`src/rtl/ser_pkg.sv`:
```
// Shared definitions for the serial feeder blocks: FSM state codes and
// counter sizing helper.
package ser_pkg;

  localparam logic [0:0] ST_IDLE  = 1'b0;
  localparam logic [0:0] ST_SHIFT = 1'b1;

  // Counter width able to hold the values 0..w inclusive.
  function automatic int clog2w(input int w);
    return $clog2(w + 1);
  endfunction

endpackage

```
`src/rtl/bit_serializer.sv`:
```
// Parallel-to-serial feeder: accepts words over valid/ready into a one-word
// holding register and shifts them out one bit per bit_en tick.
module bit_serializer
  import ser_pkg::*;
#(
  parameter int WIDTH     = 8,
  parameter bit MSB_FIRST = 1'b1,
  parameter bit IDLE_BIT  = 1'b0
) (
  input  logic             clk,
  input  logic             rst,
  input  logic [WIDTH-1:0] in_data_i,
  input  logic             in_valid_i,
  output logic             in_ready_o,
  input  logic             bit_en_i,
  output logic             x_out_o,
  output logic             x_valid_o,
  output logic             sof_o,
  output logic             eof_o,
  output logic             busy_o,
  output logic [0:0]       state_o
);

  if (WIDTH < 2) begin : g_width_check
    $error("bit_serializer: WIDTH must be >= 2, got %0d", WIDTH);
  end

  localparam int              CW       = clog2w(WIDTH);
  localparam logic [CW-1:0]   CNT_LAST = CW'(WIDTH);
  localparam logic [CW-1:0]   CNT_ONE  = CW'(1);

  // Handshake: a word transfers on a posedge where in_valid_i and in_ready_o
  // are both high; in_data_i must stay stable while in_valid_i waits for ready.
  logic [0:0]       state_q, state_d;
  logic [WIDTH-1:0] hold_q, hold_d;
  logic             hold_full_q, hold_full_d;
  logic [WIDTH-1:0] sh_q, sh_d;
  logic [CW-1:0]    cnt_q, cnt_d;
  logic             x_out_q, x_out_d;
  logic             x_valid_q, x_valid_d;
  logic             sof_q, sof_d;
  logic             eof_q, eof_d;

  logic             accept;
  logic             load;
  logic             hold_first, sh_first;
  logic [WIDTH-1:0] hold_rest, sh_rest;

  assign in_ready_o = rst & ~hold_full_q;
  assign accept     = in_valid_i & in_ready_o;

  // sh always holds the bits still to be sent, next one at the head end.
  assign hold_first = MSB_FIRST ? hold_q[WIDTH-1] : hold_q[0];
  assign sh_first   = MSB_FIRST ? sh_q[WIDTH-1]   : sh_q[0];
  assign hold_rest  = MSB_FIRST ? {hold_q[WIDTH-2:0], 1'b0} : {1'b0, hold_q[WIDTH-1:1]};
  assign sh_rest    = MSB_FIRST ? {sh_q[WIDTH-2:0], 1'b0}   : {1'b0, sh_q[WIDTH-1:1]};

  always_comb begin
    state_d     = state_q;
    hold_d      = hold_q;
    hold_full_d = hold_full_q;
    sh_d        = sh_q;
    cnt_d       = cnt_q;
    x_out_d     = x_out_q;
    x_valid_d   = x_valid_q;
    sof_d       = sof_q;
    eof_d       = eof_q;
    load        = 1'b0;

    if (bit_en_i) begin
      if (state_q == ST_IDLE) begin
        if (hold_full_q) begin
          load = 1'b1;
        end else begin
          x_out_d   = IDLE_BIT;
          x_valid_d = 1'b0;
          sof_d     = 1'b0;
          eof_d     = 1'b0;
        end
      end else if (cnt_q != CNT_LAST) begin
        x_out_d = sh_first;
        sh_d    = sh_rest;
        sof_d   = 1'b0;
        cnt_d   = cnt_q + CNT_ONE;
        eof_d   = ((cnt_q + CNT_ONE) == CNT_LAST);
      end else if (hold_full_q) begin
        // Back-to-back: next word starts straight after the last bit.
        load = 1'b1;
      end else begin
        state_d   = ST_IDLE;
        x_out_d   = IDLE_BIT;
        x_valid_d = 1'b0;
        sof_d     = 1'b0;
        eof_d     = 1'b0;
        cnt_d     = '0;
      end
    end

    if (load) begin
      state_d     = ST_SHIFT;
      sh_d        = hold_rest;
      x_out_d     = hold_first;
      x_valid_d   = 1'b1;
      sof_d       = 1'b1;
      eof_d       = 1'b0;
      cnt_d       = CNT_ONE;
      hold_full_d = 1'b0;
    end

    // accept needs hold empty, so it never coincides with a load.
    if (accept) begin
      hold_d      = in_data_i;
      hold_full_d = 1'b1;
    end
  end

  always_ff @(posedge clk or negedge rst) begin
    if (!rst) begin
      state_q     <= ST_IDLE;
      hold_q      <= '0;
      hold_full_q <= 1'b0;
      sh_q        <= '0;
      cnt_q       <= '0;
      x_out_q     <= IDLE_BIT;
      x_valid_q   <= 1'b0;
      sof_q       <= 1'b0;
      eof_q       <= 1'b0;
    end else begin
      state_q     <= state_d;
      hold_q      <= hold_d;
      hold_full_q <= hold_full_d;
      sh_q        <= sh_d;
      cnt_q       <= cnt_d;
      x_out_q     <= x_out_d;
      x_valid_q   <= x_valid_d;
      sof_q       <= sof_d;
      eof_q       <= eof_d;
    end
  end

  assign x_out_o   = x_out_q;
  assign x_valid_o = x_valid_q;
  assign sof_o     = sof_q;
  assign eof_o     = eof_q;
  assign busy_o    = (state_q == ST_SHIFT) | hold_full_q;
  assign state_o   = state_q;

endmodule
```
`config.mk`:
```
export PLATFORM = sky130hd
export DESIGN_NAME = bit_serializer
export DESIGN_NICKNAME = d
export VERILOG_FILES = /design/src/rtl/ser_pkg.sv /design/src/rtl/bit_serializer.sv
export SDC_FILE = /design/constraint.sdc
export NUM_CORES = 1
export LEC_CHECK = 0
export ABC_AREA = 1
export ABC_CLOCK_PERIOD_IN_PS = 3450
export CORE_ASPECT_RATIO = 0.75
export CORE_UTILIZATION = 56
export CTS_BUF_LIST = sky130_fd_sc_hd__clkbuf_16
export CTS_CLUSTER_DIAMETER = 200
export DETAILED_ROUTE_END_ITERATION = 10
export HOLD_SLACK_MARGIN = 0.05
export PLACE_DENSITY = 0.82
export SLEW_MARGIN = 10
export SYNTH_ARGS = -nofsm -noshare
export SYNTH_HDL_FRONTEND = slang
export SYNTH_SLANG_ARGS = --single-unit
```
`constraint.sdc`:
```
create_clock -name clk -period 3.45 [get_ports clk]
set_input_delay 0.69 -clock clk [delete_from_list [all_inputs] [get_ports clk]]
set_output_delay 0.69 -clock clk [all_outputs]
set_load 0.1 [all_outputs]
```
==> results of run 1 <==
## power breakdown
part	switching [mW]	internal, mW	leakage, nW
Sequential	0.106	0.424	0.302
Combinational	0.453	0.199	0.440
Clock	0.100	0.156	0.0409
## cell families (layout without fill, tap and decap cells)
kind of cell    count (synthesis)  after routing  share of synthesized area, %
compound gates                 15             15                         7.016
simple gates                   74             74                         28.56
flops                          25             25                         49.41
fa+ha+maj                       3              3                         2.965
mux                             1              1                        0.8893
xor+xnor                        2              2                         1.384
buf+inv                        27             46                         9.783
## worst min-delay path by stage
stage,startpoint,endpoint,slack (ps),cells past startpoint
2_1_floorplan,rst,cnt_q[0]$_DFFE_PN0P_,390,0
3_3_place_gp,eof_o$_DFFE_PN0P_,eof_o$_DFFE_PN0P_,460,2
3_5_place_dp,sh_q[2]$_DFFE_PN0P_,sh_q[2]$_DFFE_PN0P_,470,2
4_1_cts,sh_q[2]$_DFFE_PN0P_,sh_q[2]$_DFFE_PN0P_,480,2
5_1_grt,sh_q[7]$_DFFE_PN0P_,sh_q[7]$_DFFE_PN0P_,510,2
6_report,sh_q[2]$_DFFE_PN0P_,sh_q[2]$_DFFE_PN0P_,480,2
## sequential cells by signal, summed over array words and instances, names as in the netlist
name and count:
state_o 1, hold_q 8, eof_o 1, sof_o 1
sh_q 7, x_valid_o 1, hold_full_q 1, x_out_o 1
cnt_q 4
## layer usage
layer	global-route usage, %	share of wire [%]
met5	0	0
met4	13.66	2.8
met3	6.402	4.8
met2	40.94	50
met1	33.07	43
## cells in the final DEF, fill, tap and decap left out, types with 2 or more instances in the layout
cell             synthesis  routed
clkdlybuf4s50_1          0      15
nand3_4                  2       2
nand3_1                 17      17
xor2_1                   2       2
a21oi_1                  7       7
o21ai_0                  4       4
dfrtp_1                 25      25
nand2_1                 36      36
ha_1                     3       3
nor2_2                   2       2
nor2_1                  12      12
clkbuf_16                0       3
inv_1                   21      21
buf_4                    1       3
nand4_1                  2       2
## area by class of cell
| class | count | area, um2 |
|---|---|---|
| sequential | 25 | 625.6 |
| fill | 164 | 533.0 |
| multi-input combinational | 95 | 516.7 |
| timing repair buffer | 19 | 192.7 |
| inverter | 23 | 88.84 |
| clock buffer | 3 | 75.07 |
| tap | 24 | 30.03 |
| clock inverter | 1 | 5.005 |
==> summary.md, run 1 <==
| Metric | Value |
|---|---|
| Run status | `complete, no violations` |
| WL/cell | `~14 um` |
| Via count | `1,014` |
| H-tree levels | `1` |
| GRT Total Usage | `25.91%` |
| Mapped Area | `1266 um2` |
| Leakage | `0.7829 nW` |
| CTS Buffer Depth | `2` |
| Pwr Total | `1.438 mW` |
| R2r endpoint | `sh_q[5]$_DFFE_PN0P_` |
| Setup WS pre-CTS | `1039 ps` |
| DRC | `0` |
| CTS sink count | `25` |
| Critical path endpoint category | `output port` |
| Post-route setup TNS | `0 ps` |
| # rows | `14` |
| Synth top area share | `49.41%` |
| Main synth FF type | `dfrtp_1` |
| Die Ht | `43.18 um` |
| DP Cell Count | `about 190` |
| HP Class | `reg2reg` |
| Worst hold slack | `480.0 ps` |
| Placed cell area | `1454 um2` |
| Net Count, Synth | `162` |
| Worst r2r src | `cnt_q[0]$_DFFE_PN0P_` |
| Area growth syn-to-layout | `21.15%` |
| Post-synthesis sequential area ratio | `roughly half` |
| Post-route insts no fill | `190` |
| Synth warn | `0` |
| Cell with the most instances after synthesis | `nand2_1` |
| Crit Path Class | `reg2out` |
| R2R depth | `8` |
| Number of cells on the critical path | `1` |
| Avg Inst Size Synth | `roughly 8.6 um2` |
| IO Pins | `19` |
| Syn Inst Count | `147` |
| Post-synth top cells | `nand2_1, dfrtp_1, inv_1` |
| Worst-path clk slew | `around 60 ps` |
| Post-Route Utilization | `74.21%` |
| Synth Register Bits | `25` |
| FFs w/ async S/R, synth | `100.0%` |
| Routability cong. | `0.8208` |
| Number of distinct library cells after synthesis | `25` |
| 1st-pass router iterations | `4` |
| Vias per cell | `roughly 5.3` |
| Worst-skew pair later-pin latency | `260 ps` |
| Antenna-violating nets left | `0` |
| Post-CTS Resized | `0` |
| Grt ovf | `0` |
| Final worst slack | `968.2 ps` |
| Crit path capture | `x_out_o` |
| Fin. Hold Viols | `0` |
| Pwr Density | `937.3 nW/um2` |
| Slowest CP cell | `clkdlybuf4s50_1` |
| Initial Util | `~61%` |
| Critical path required time | `2760 ps` |
| Peak VDD IR | `0.0005851 V` |
| Initial antenna violation count | `0` |
| Port Buffers | `18` |
| Post-synth EDFFs | `0` |
| CP startpoint kind | `flip-flop` |
| Vias in the first global route | `1,038` |
| Setup Skew | `~1.6 ps` |
| R2r setup slk | `1820 ps` |
| Layout cells sized above 1 | `a little under an eighth` |
| Total CTS buffers | `3` |
| First-pass GRT wire length | `4567 um` |
| Pin count of the biggest net entering global routing | `26` |
| Tcrit/Tclk final | `71.93%` |
| CP Buf/Inv Count | `1` |
| CP Cell Sequence | `clkdlybuf4s50_1` |
| Post-CTS Hold Fix Bufs | `0` |
| Pins Over Slew Limit | `0` |
| Post-CTS Setup Inserts | `0` |
| Crit path time final | `2482 ps` |
| Maximum clock frequency | `roughly 400 MHz` |
| Starting DRT DRC Count | `41` |
| Core Region | `2067 um2` |
| Synth area leader | `dfrtp_1` |
| Root Buffer | `clkbuf_16` |
| Area of all placed cells without fillers | `between 1500 and 2000 um2` |
| Chip Width | `about 57 um` |
| Worst-path fanout max | `3` |
| Die ar. | `approximately 2500 um2` |
| NumNets Final | `between 150 and 200` |
| Leading post-synthesis cells by cell area | `dfrtp_1, nand2_1, nand3_1` |
| RSZ-0062 raised after global routing | `no` |
| Final setup vio count | `0` |
| CP top delay family | `buffers and inverters` |
| Detailed Place HPWL | `1809 um` |
| Crit path from | `x_out_o$_DFFE_PN0P_` |
| CTS tree | `yes` |
| Max Cap Viol | `0` |
| Worst Path Arrival | `1790 ps` |
| Worst Max-Slew Pin Slew | `~980 ps` |
| Total Wirelength | `2615 um` |
| Diodes inserted | `0` |
| CP max stage delay | `1150 ps` |
| Max-Slew Margin vs Limit | `about 34%` |
No activity file was read; power rests on OpenSTA's default activity.
==> run 2: changes to the inputs <==
Settings changed: ABC_CLOCK_PERIOD_IN_PS 3450 to 2310, CORE_UTILIZATION 56 to 52, PLACE_DENSITY 0.82 to 0.77.
Clock period 3.45 ns to 2.31 ns, I/O delays scaled along.
==> run 2 against run 1 <==
Compared with the run above:
- combinational power increased by 52%
- cell count increased by 5.8%
- first-iteration DRC count decreased by 39%
- sequential share of layout area decreased by 0.65 points
- sequential power increased by 47%
- power increased by 49%
- non-clock buffer count increased by 1
- highest routed layer unchanged
==> summary.md, run 2 (synthesized netlist as in run 1, its figures left out) <==
| Metric | Value |
|---|---|
| Run status | `complete, no violations` |
| CTS sink count | `25 (unchanged)` |
| H-tree levels | `1 (unchanged)` |
| Total CTS buffers | `3 (unchanged)` |
| Post-Route Utilization | `67.53% (-6.7 points)` |
| Worst-path clk slew | `60 ps (about the same)` |
| Reg with most FFs | `hold_q` |
| CP Cell Sequence | `clkdlybuf4s50_1, inv_1, nor2_2, buf_12` |
| Leakage | `0.7996 nW (+2.1%)` |
| Final setup vio count | `0 (unchanged)` |
| CP max stage delay | `520 ps (-630 ps)` |
| CTS Buffer Depth | `2 (unchanged)` |
| Setup Skew | `2.806 ps (+1.221 ps)` |
| Die Ht | `44.74 um (+3.6%)` |
| CP top delay family | `buffers and inverters` |
| Vias in the first global route | `983 (-5.3%)` |
| Total Wirelength | `2419 um (-7.5%)` |
| Tcrit/Tclk final | `between 80 and 90%` |
| IO Pins | `19 (unchanged)` |
| HP Class | `reg2reg` |
| Multi-input logic area | `519.2 um2 (+0.48%)` |
| Starting DRT DRC Count | `25 (-39%)` |
| CP startpoint kind | `input pin` |
| Root Buffer | `clkbuf_16` |
| Storage element area | `625.6 um2 (unchanged)` |
| Worst-skew pair later-pin latency | `250 ps (about the same)` |
| Worst Max-Slew Pin Slew | `497.4 ps (-484.4 ps)` |
| 1st-pass router iterations | `4 (unchanged)` |
| Worst-path fanout max | `2 (-1)` |
| Pins Over Slew Limit | `0 (unchanged)` |
| Max FFs per register | `8 (unchanged)` |
| Max-Slew Margin vs Limit | `66.84% (+32 points)` |
| Critical path endpoint category | `output port` |
| Post-CTS Hold Fix Bufs | `0 (unchanged)` |
| Commonest non-fill, non-tap cell in the layout | `nand2_1` |
| Fillers | `195 (+19%)` |
| Pwr Density | `1376 nW/um2 (+47%)` |
| RSZ-0062 raised after global routing | `no` |
| WL/cell | `12.03 um (-13%)` |
| NumNets Final | `183 (+0.55%)` |
| Initial Util | `54.85% (-6.4 points)` |
| Port Buffers | `18 (unchanged)` |
| Crit path time final | `1907 ps` |
| Post-route setup TNS | `0 ps (unchanged)` |
| Most frequent cells in the layout | `nand2_1, dfrtp_1, inv_1, nand3_1` |
| Grt ovf | `0 (unchanged)` |
| Largest registers | `hold_q: 8 flops, sh_q: 7 flops, cnt_q: 4 flops` |
| # rows | `15 (+1)` |
| Antenna-violating nets left | `0 (unchanged)` |
| Peak VDD IR | `0.0007578 V (+30%)` |
| Pin count of the biggest net entering global routing | `26 (unchanged)` |
| Placed cell area | `1479 um2 (+1.7%)` |
| CP Buf/Inv Count | `3 (+2)` |
| Area of all placed cells without fillers | `1559 um2 (+1.6%)` |
| Routability cong. | `0.7360 (-10%)` |
| First-pass GRT wire length | `4298 um (-5.9%)` |
| Post-CTS Setup Inserts | `0 (unchanged)` |
| Die ar. | `2638 um2 (+7.4%)` |
| Critical path required time | `1850 ps (-910 ps)` |
| Diodes inserted | `0 (unchanged)` |
| Maximum clock frequency | `524.5 MHz` |
| Crit Path Class | `in2out` |
| Core Region | `2308 um2 (+12%)` |
| Detailed Place HPWL | `1757 um (-2.9%)` |
| Vias per cell | `4.955 (-7.2%)` |
| Fin. Hold Viols | `0 (unchanged)` |
| Chip Width | `58.98 um (+3.6%)` |
| Max Cap Viol | `0 (unchanged)` |
| Post-CTS Resized | `0 (unchanged)` |
| DRC | `0 (unchanged)` |
| Slowest CP cell | `clkdlybuf4s50_1` |
| GRT Total Usage | `22.70% (-3.2 points)` |
| Via count | `996 (-1.8%)` |
| CTS tree | `yes` |
| Initial antenna violation count | `0 (unchanged)` |
| Worst Path Arrival | `1440 ps (-350 ps)` |
| Area growth syn-to-layout | `23.12%` |
| Layout cells sized above 1 | `14.97% (+3.5 points)` |
run 2: layout make-up:
type,count,share of cell area (%)
Clock inverter,1,0.3210
Timing Repair Buffer,20,13.00
Inverter,23,5.698
Tap cell,34,2.729
Sequential cell,25,40.13
Clock buffer,3,4.815
Multi-Input combinational cell,95,33.31
run 2: metal layers:
metal / GRT usage [%] / routed length, um
met5: 0 / 0
met3: 6.017 / 85
met4: 8.571 / 42
met1: 29.55 / 1155
met2: 36.82 / 1137
run 2: worst paths after layout:
| kind | endpoint | from | slack, ps | cells after the start |
|---|---|---|---|---|
| worst max-delay path | in_ready_o | rst | 400 | 4 |
| worst min-delay path | sh_q[6]$_DFFE_PN0P_ | sh_q[6]$_DFFE_PN0P_ | 480 | 2 |
| worst max register to register | sh_q[5]$_DFFE_PN0P_ | cnt_q[0]$_DFFE_PN0P_ | 720 | 8 |
| worst min register to register | sh_q[6]$_DFFE_PN0P_ | sh_q[6]$_DFFE_PN0P_ | 480 | 2 |
| max in group asynchronous | sh_q[1]$_DFFE_PN0P_ | rst | 1400 | 2 |
| min in group asynchronous | cnt_q[2]$_DFFE_PN0P_ | rst | 660 | 2 |
run 2: power by group:
part / internal [mW] / switching, mW / leakage, nW
clock: 0.233 / 0.143 / 0.0409
sequential: 0.632 / 0.148 / 0.302
combinational: 0.311 / 0.680 / 0.456
run 2: worst reg2reg max path, cell delays in order (launching register included):
cell	delay (ps)
dfrtp_1	410
inv_1	90
ha_1	240
nand3_4	130
nand2_8	90
a21oi_4	300
inv_4	90
nand2_1	80
nand2_1	60
run 2: metrics by stage:
step	total power, mW	std cells	hold slack (ps)	setup WS, ps
floorplan	1.543	147	166.4	60.12
global placement	1.741	197	462.8	421.7
global route	2.294	201	519.8	371.3
CTS	2.161	201	483.0	407.1
finish	2.145	201	479.8	403.4
detailed placement	1.772	197	466.0	421.8
==> run 3: changes to the inputs <==
Settings changed: ABC_CLOCK_PERIOD_IN_PS 2310 to 1610, CORE_UTILIZATION 52 to 47, PLACE_DENSITY 0.77 to 0.74.
Clock period 2.31 ns to 1.61 ns, I/O delays scaled along.
==> run 3 against run 2 <==
Compared with the run above:
- final area grew 9.5%
- critical endpoint unchanged
- clock skew grew 0.98 ps
- worst setup slack lost 370 ps
- cell count grew 3.5%
- global-route usage shrank 1.1 points
- sequential power grew 46%
- first-iteration DRC count grew 8.0%
- critical path depth is the same
- sequential share of layout area shrank 3.2 points
==> summary.md, run 3 (synthesized netlist as in run 1, its figures left out) <==
| Metric | Value |
|---|---|
| Worst hold slack | `485.7 ps (+5.824 ps)` |
| 1st-pass router iterations | `4 (unchanged)` |
| Diodes inserted | `0 (unchanged)` |
| Port Buffers | `18 (unchanged)` |
| Max-Slew Margin vs Limit | `78.87% (+12 points)` |
| Pin count of the biggest net entering global routing | `26 (unchanged)` |
| Slowest CP cell | `clkdlybuf4s50_1` |
| Final worst slack | `37.43 ps (-366.0 ps)` |
| R2R depth | `8 (unchanged)` |
| WL/cell | `13.14 um (+9.2%)` |
| Initial antenna violation count | `0 (unchanged)` |
| Pwr Density | `1984 nW/um2 (+44%)` |
| CTS sink count | `25 (unchanged)` |
| Layout cells sized above 1 | `20.11% (+5.1 points)` |
| Worst Path Arrival | `1250 ps (-190 ps)` |
| Die Ht | `46.95 um (+5.0%)` |
| Worst-path clk slew | `60 ps (about the same)` |
| Die ar. | `2908 um2 (+10%)` |
| Peak VDD IR | `0.001424 V (+88%)` |
| Worst-path fanout max | `2 (unchanged)` |
| Root Buffer | `clkbuf_16` |
| Largest registers | `hold_q: 8 flops, sh_q: 7 flops, cnt_q: 4 flops` |
| Setup Skew | `3.782 ps (+0.9762 ps)` |
| Chip Width | `61.94 um (+5.0%)` |
| Critical path endpoint category | `output port` |
| Commonest non-fill, non-tap cell in the layout | `nand2_1` |
| CP top delay family | `buffers and inverters` |
| Total CTS buffers | `3 (unchanged)` |
| Most frequent cells in the layout | `nand2_1, dfrtp_1, inv_1, nand3_1` |
| Crit path time final | `1573 ps` |
| CP startpoint kind | `input pin` |
| CP Buf/Inv Count | `3 (unchanged)` |
| Max Cap Viol | `0 (unchanged)` |
| Worst Max-Slew Pin Slew | `317.0 ps (-180.4 ps)` |
| H-tree levels | `1 (unchanged)` |
| Max FFs per register | `8 (unchanged)` |
| # rows | `15 (unchanged)` |
| First-pass GRT wire length | `4381 um (+1.9%)` |
| Leakage | `0.8552 nW (+6.9%)` |
| Vias per cell | `5.163 (+4.2%)` |
| NumNets Final | `190 (+3.8%)` |
| Reg with most FFs | `hold_q` |
| Antenna-violating nets left | `0 (unchanged)` |
| CP Cell Sequence | `clkdlybuf4s50_1, inv_1, nor2_4, buf_12` |
| Multi-input logic area | `531.8 um2 (+2.4%)` |
| Maximum clock frequency | `635.9 MHz` |
| Crit Path Class | `in2out` |
| Number of cells on the critical path | `4 (unchanged)` |
| Grt ovf | `0 (unchanged)` |
| CP max stage delay | `520 ps (about the same)` |
| Storage element area | `630.6 um2 (+0.80%)` |
| Vias in the first global route | `955 (-2.8%)` |
| Pins Over Slew Limit | `0 (unchanged)` |
| Via count | `1,074 (+7.8%)` |
| Area growth syn-to-layout | `34.78%` |
| Worst-skew pair later-pin latency | `260 ps (about the same)` |
| Post-CTS Hold Fix Bufs | `0 (unchanged)` |
| HP Class | `reg2reg` |
| CTS tree | `yes` |
| Initial Util | `52.30% (-2.6 points)` |
| WHS Path Cells | `2 (unchanged)` |
| Critical path required time | `1290 ps (-560 ps)` |
| Total Wirelength | `2734 um (+13%)` |
| RSZ-0062 raised after global routing | `no` |
| Fin. Hold Viols | `0 (unchanged)` |
| Run status | `complete, no violations` |
| Post-route setup TNS | `0 ps (unchanged)` |
| DRC | `0 (unchanged)` |
| CTS Buffer Depth | `2 (unchanged)` |
| GRT Total Usage | `21.59% (-1.1 points)` |
| Detailed Place HPWL | `1919 um (+9.2%)` |
| Setup WS pre-CTS | `34.68 ps (-387.1 ps)` |
| Core Region | `2421 um2 (+4.9%)` |
| IO Pins | `19 (unchanged)` |
| Tcrit/Tclk final | `97.67%` |
| Starting DRT DRC Count | `27 (+8.0%)` |
| Post-Route Utilization | `70.49% (+3.0 points)` |
| Fillers | `178 (-8.7%)` |
| Routability cong. | `0.7573 (+2.9%)` |
| Final setup vio count | `0 (unchanged)` |
[run 3: cell types whose count changed in the layout (fill, tap and decap cells not counted), moves of 2 or more]
cell     delta
buf_12      +6
dfrtp_1     -2
nor2_4      +2
nor2_2      -2
[run 3: layer usage]
layer | global-route usage (%) | vias to the layer above | part of all wire [%]
met5 | 0 | - | 0
met1 | 27.73 | 516 | 44
met3 | 5.510 | 9 | 5.2
met2 | 36.34 | 32 | 49
li1 | - | 517 | -
met4 | 6.667 | 0 | 2.2
[run 3: power by group]
part	switching (mW)	internal (mW)	leakage, nW
logic	1.05	0.643	0.512
registers	0.225	0.916	0.301
clock network	0.216	0.332	0.0423
[run 3: tightest hold or removal path: stages (launching register included)]
cell,delay [ps]
dfrtp_1,340
nand2_1,60
nand2_1,50
[run 3: path summary, 6_finish.rpt]
| kind | startpoint | to | slack (ps) |
|---|---|---|---|
| max | rst | in_ready_o | 40 |
| min | sh_q[3]$_DFFE_PN0P_ | sh_q[3]$_DFFE_PN0P_ | 490 |
| max reg2reg | cnt_q[1]$_DFFE_PN0P_ | sh_q[7]$_DFFE_PN0P_ | 100 |
| min reg2reg | sh_q[3]$_DFFE_PN0P_ | sh_q[3]$_DFFE_PN0P_ | 490 |
| max in group asynchronous | rst | state_o$_DFFE_PN0P_ | 830 |
| min in group asynchronous | rst | cnt_q[2]$_DFFE_PN0P_ | 520 |
[run 3: layout make-up]
type                            count  area share, %
Clock inverter                      1         0.2199
Sequential cell                    25          36.95
Timing Repair Buffer               27          19.35
Inverter                           23          5.425
Tap cell                           34          2.493
Multi-Input combinational cell     95          31.16
Clock buffer                        3          4.399
[run 3: what timing repair did]
action / 4_1_cts / 5_1_grt
buffers inserted: 0 / 4
pin swaps: 0 / 2
setup endpoints to repair: 1 / 7
resized for setup: 1 / 1
[run 3: metrics by stage]
stage,cell area [um2],cells,total power [mW]
after global routing,1707,208,3.592
after global placement,1594,200,2.697
after floorplan,1286,147,2.245
after detailed placement,1594,200,2.769
final,1707,208,3.386
after CTS,1674,204,3.331
==> RTL edit, RTL diff (settings of run 3) <==
Set the parameter `WIDTH` to 10 (it was 8).
--- a/src/rtl/bit_serializer.sv
+++ b/src/rtl/bit_serializer.sv
@@ -3,7 +3,7 @@
 module bit_serializer
   import ser_pkg::*;
 #(
-  parameter int WIDTH     = 8,
+  parameter int WIDTH     = 10,
   parameter bit MSB_FIRST = 1'b1,
   parameter bit IDLE_BIT  = 1'b0
 ) (
Interface: changed (resized in_data_i); port bits go from 19 to 21. The function was not compared with the original's and may differ.
==> RTL edit against run 3 <==
  * Synthesized area rose by 11%
  * Sequential power rose by 17%
  * Non-clock buffer count rose by 2
  * Setup slack improved by 0.034 ns
  * Maximum frequency rose by 2.2%
  * Sequential share of layout area rose by 1.3 points
  * Cell area rose by 12%
  * Cell count rose by 7.7%
  * Critical path depth did not move
  * Global-route usage fell by 1.0 points
  * Sequential cell count rose by 4
  * Total power rose by 13%
  * Routed wire length rose by 3.4%
==> RTL edit: results <==
power_and_ir_drop:
  switching_share_pct: 40.45
  p_leak_uw: 0.0009675
  ir_drop_mv: 1.103
run_status:
  status: "finished clean"
sta:
  whs_ns: 0.4677
  period_share_pct: 95.58
  worst_pin_slew_ns: 0.3536
synth:
  avgSynthCellArea_um2: 8.958
  synth-compound-area-share_pct: 6.317
  yosysSeqAreaShare_pct: 51.60
  syn-num-nets: 174
  synth_commonest_cells: "43 x nand2_1, 29 x dfrtp_1, 18 x inv_1, 14 x nand3_1, 8 x o21ai_0"
  post_synth_fa_ha_maj_area_fraction_pct: 2.669
  synthMuxAreaShare_pct: 5.071
  synth_area_leaders: "dfrtp_1 52%, nand2_1 11%, nand3_1 5.0%"
  yosys_warnings: 0
  synth_xor_area_share_pct: 1.246
routing:
  drtIter0Drc: 46
  wl_met1_um: 1430
  avgRoutedWirePerCell_um: 12.63
  vias: 1118
  met2_length_um: 1230
  met3WireLength_um: 147
worst_setup_path:
  crit_arrival_ns: 1.22
  rrSetupSlack_ns: 0.17
  critPathMaxStageDelay_ns: 0.47
  worst_r2r_path_depth: 9
  r2r_end: "sh_q[5]"
  r2r_start: "cnt_q[0]"
finish:
  top_regs: "hold_q (10), sh_q (9), cnt_q (4)"
  drive_above_1_share_pct: 21.28
  nets: 205
  instances_no_fill: 224
placed_design:
  place_area_um2: 1769
  io_buffers: 20
  gp_congestion: 0.8307
  preCtsSetupSlack_ns: -0.03161
  hpwl_um: 2104
global_route:
  met3_usage_pct: 7.710
  track_usage_pct: 20.58
  grtUsageMet2_pct: 28.69
  grt_max_degree: 30
  grt_pass1_wl_um: 4912
worst_hold_path:
  hold_path_class: "in2async"
clock_tree:
  htree_levels: 2
-- RTL edit: power by group through the flow --
stage	registers (uW)	clock network [uW]	logic, uW
after floorplan	1540	0	880
final	1330	822	1690
after global placement	1300	0	1630
after CTS	1320	831	1690
after detailed placement	1320	0	1680
after global routing	1360	879	1840
-- RTL edit: final cells by class --
| type | count | area [um^2] |
|---|---|---|
| inverter | 21 | 81.33 |
| multi-input combinational | 102 | 583.1 |
| tap | 36 | 45.04 |
| clock inverter | 2 | 7.507 |
| clock buffer | 5 | 125.1 |
| sequential | 29 | 729.5 |
| fill | 223 | 813.3 |
| timing repair buffer | 29 | 337.8 |
-- RTL edit: cells by family after synthesis --
kind of cell,after synthesis
simple gates,76
mux,6
compound gates,15
xor+xnor,2
flops,29
buf+inv,26
fa+ha+maj,3
-- RTL edit: timing repair --
| item | in CTS | in global routing |
|---|---|---|
| endpoints found under the setup margin | 0 | 9 |
| resized for setup | 0 | 3 |
| setup buffers | 0 | 0 |
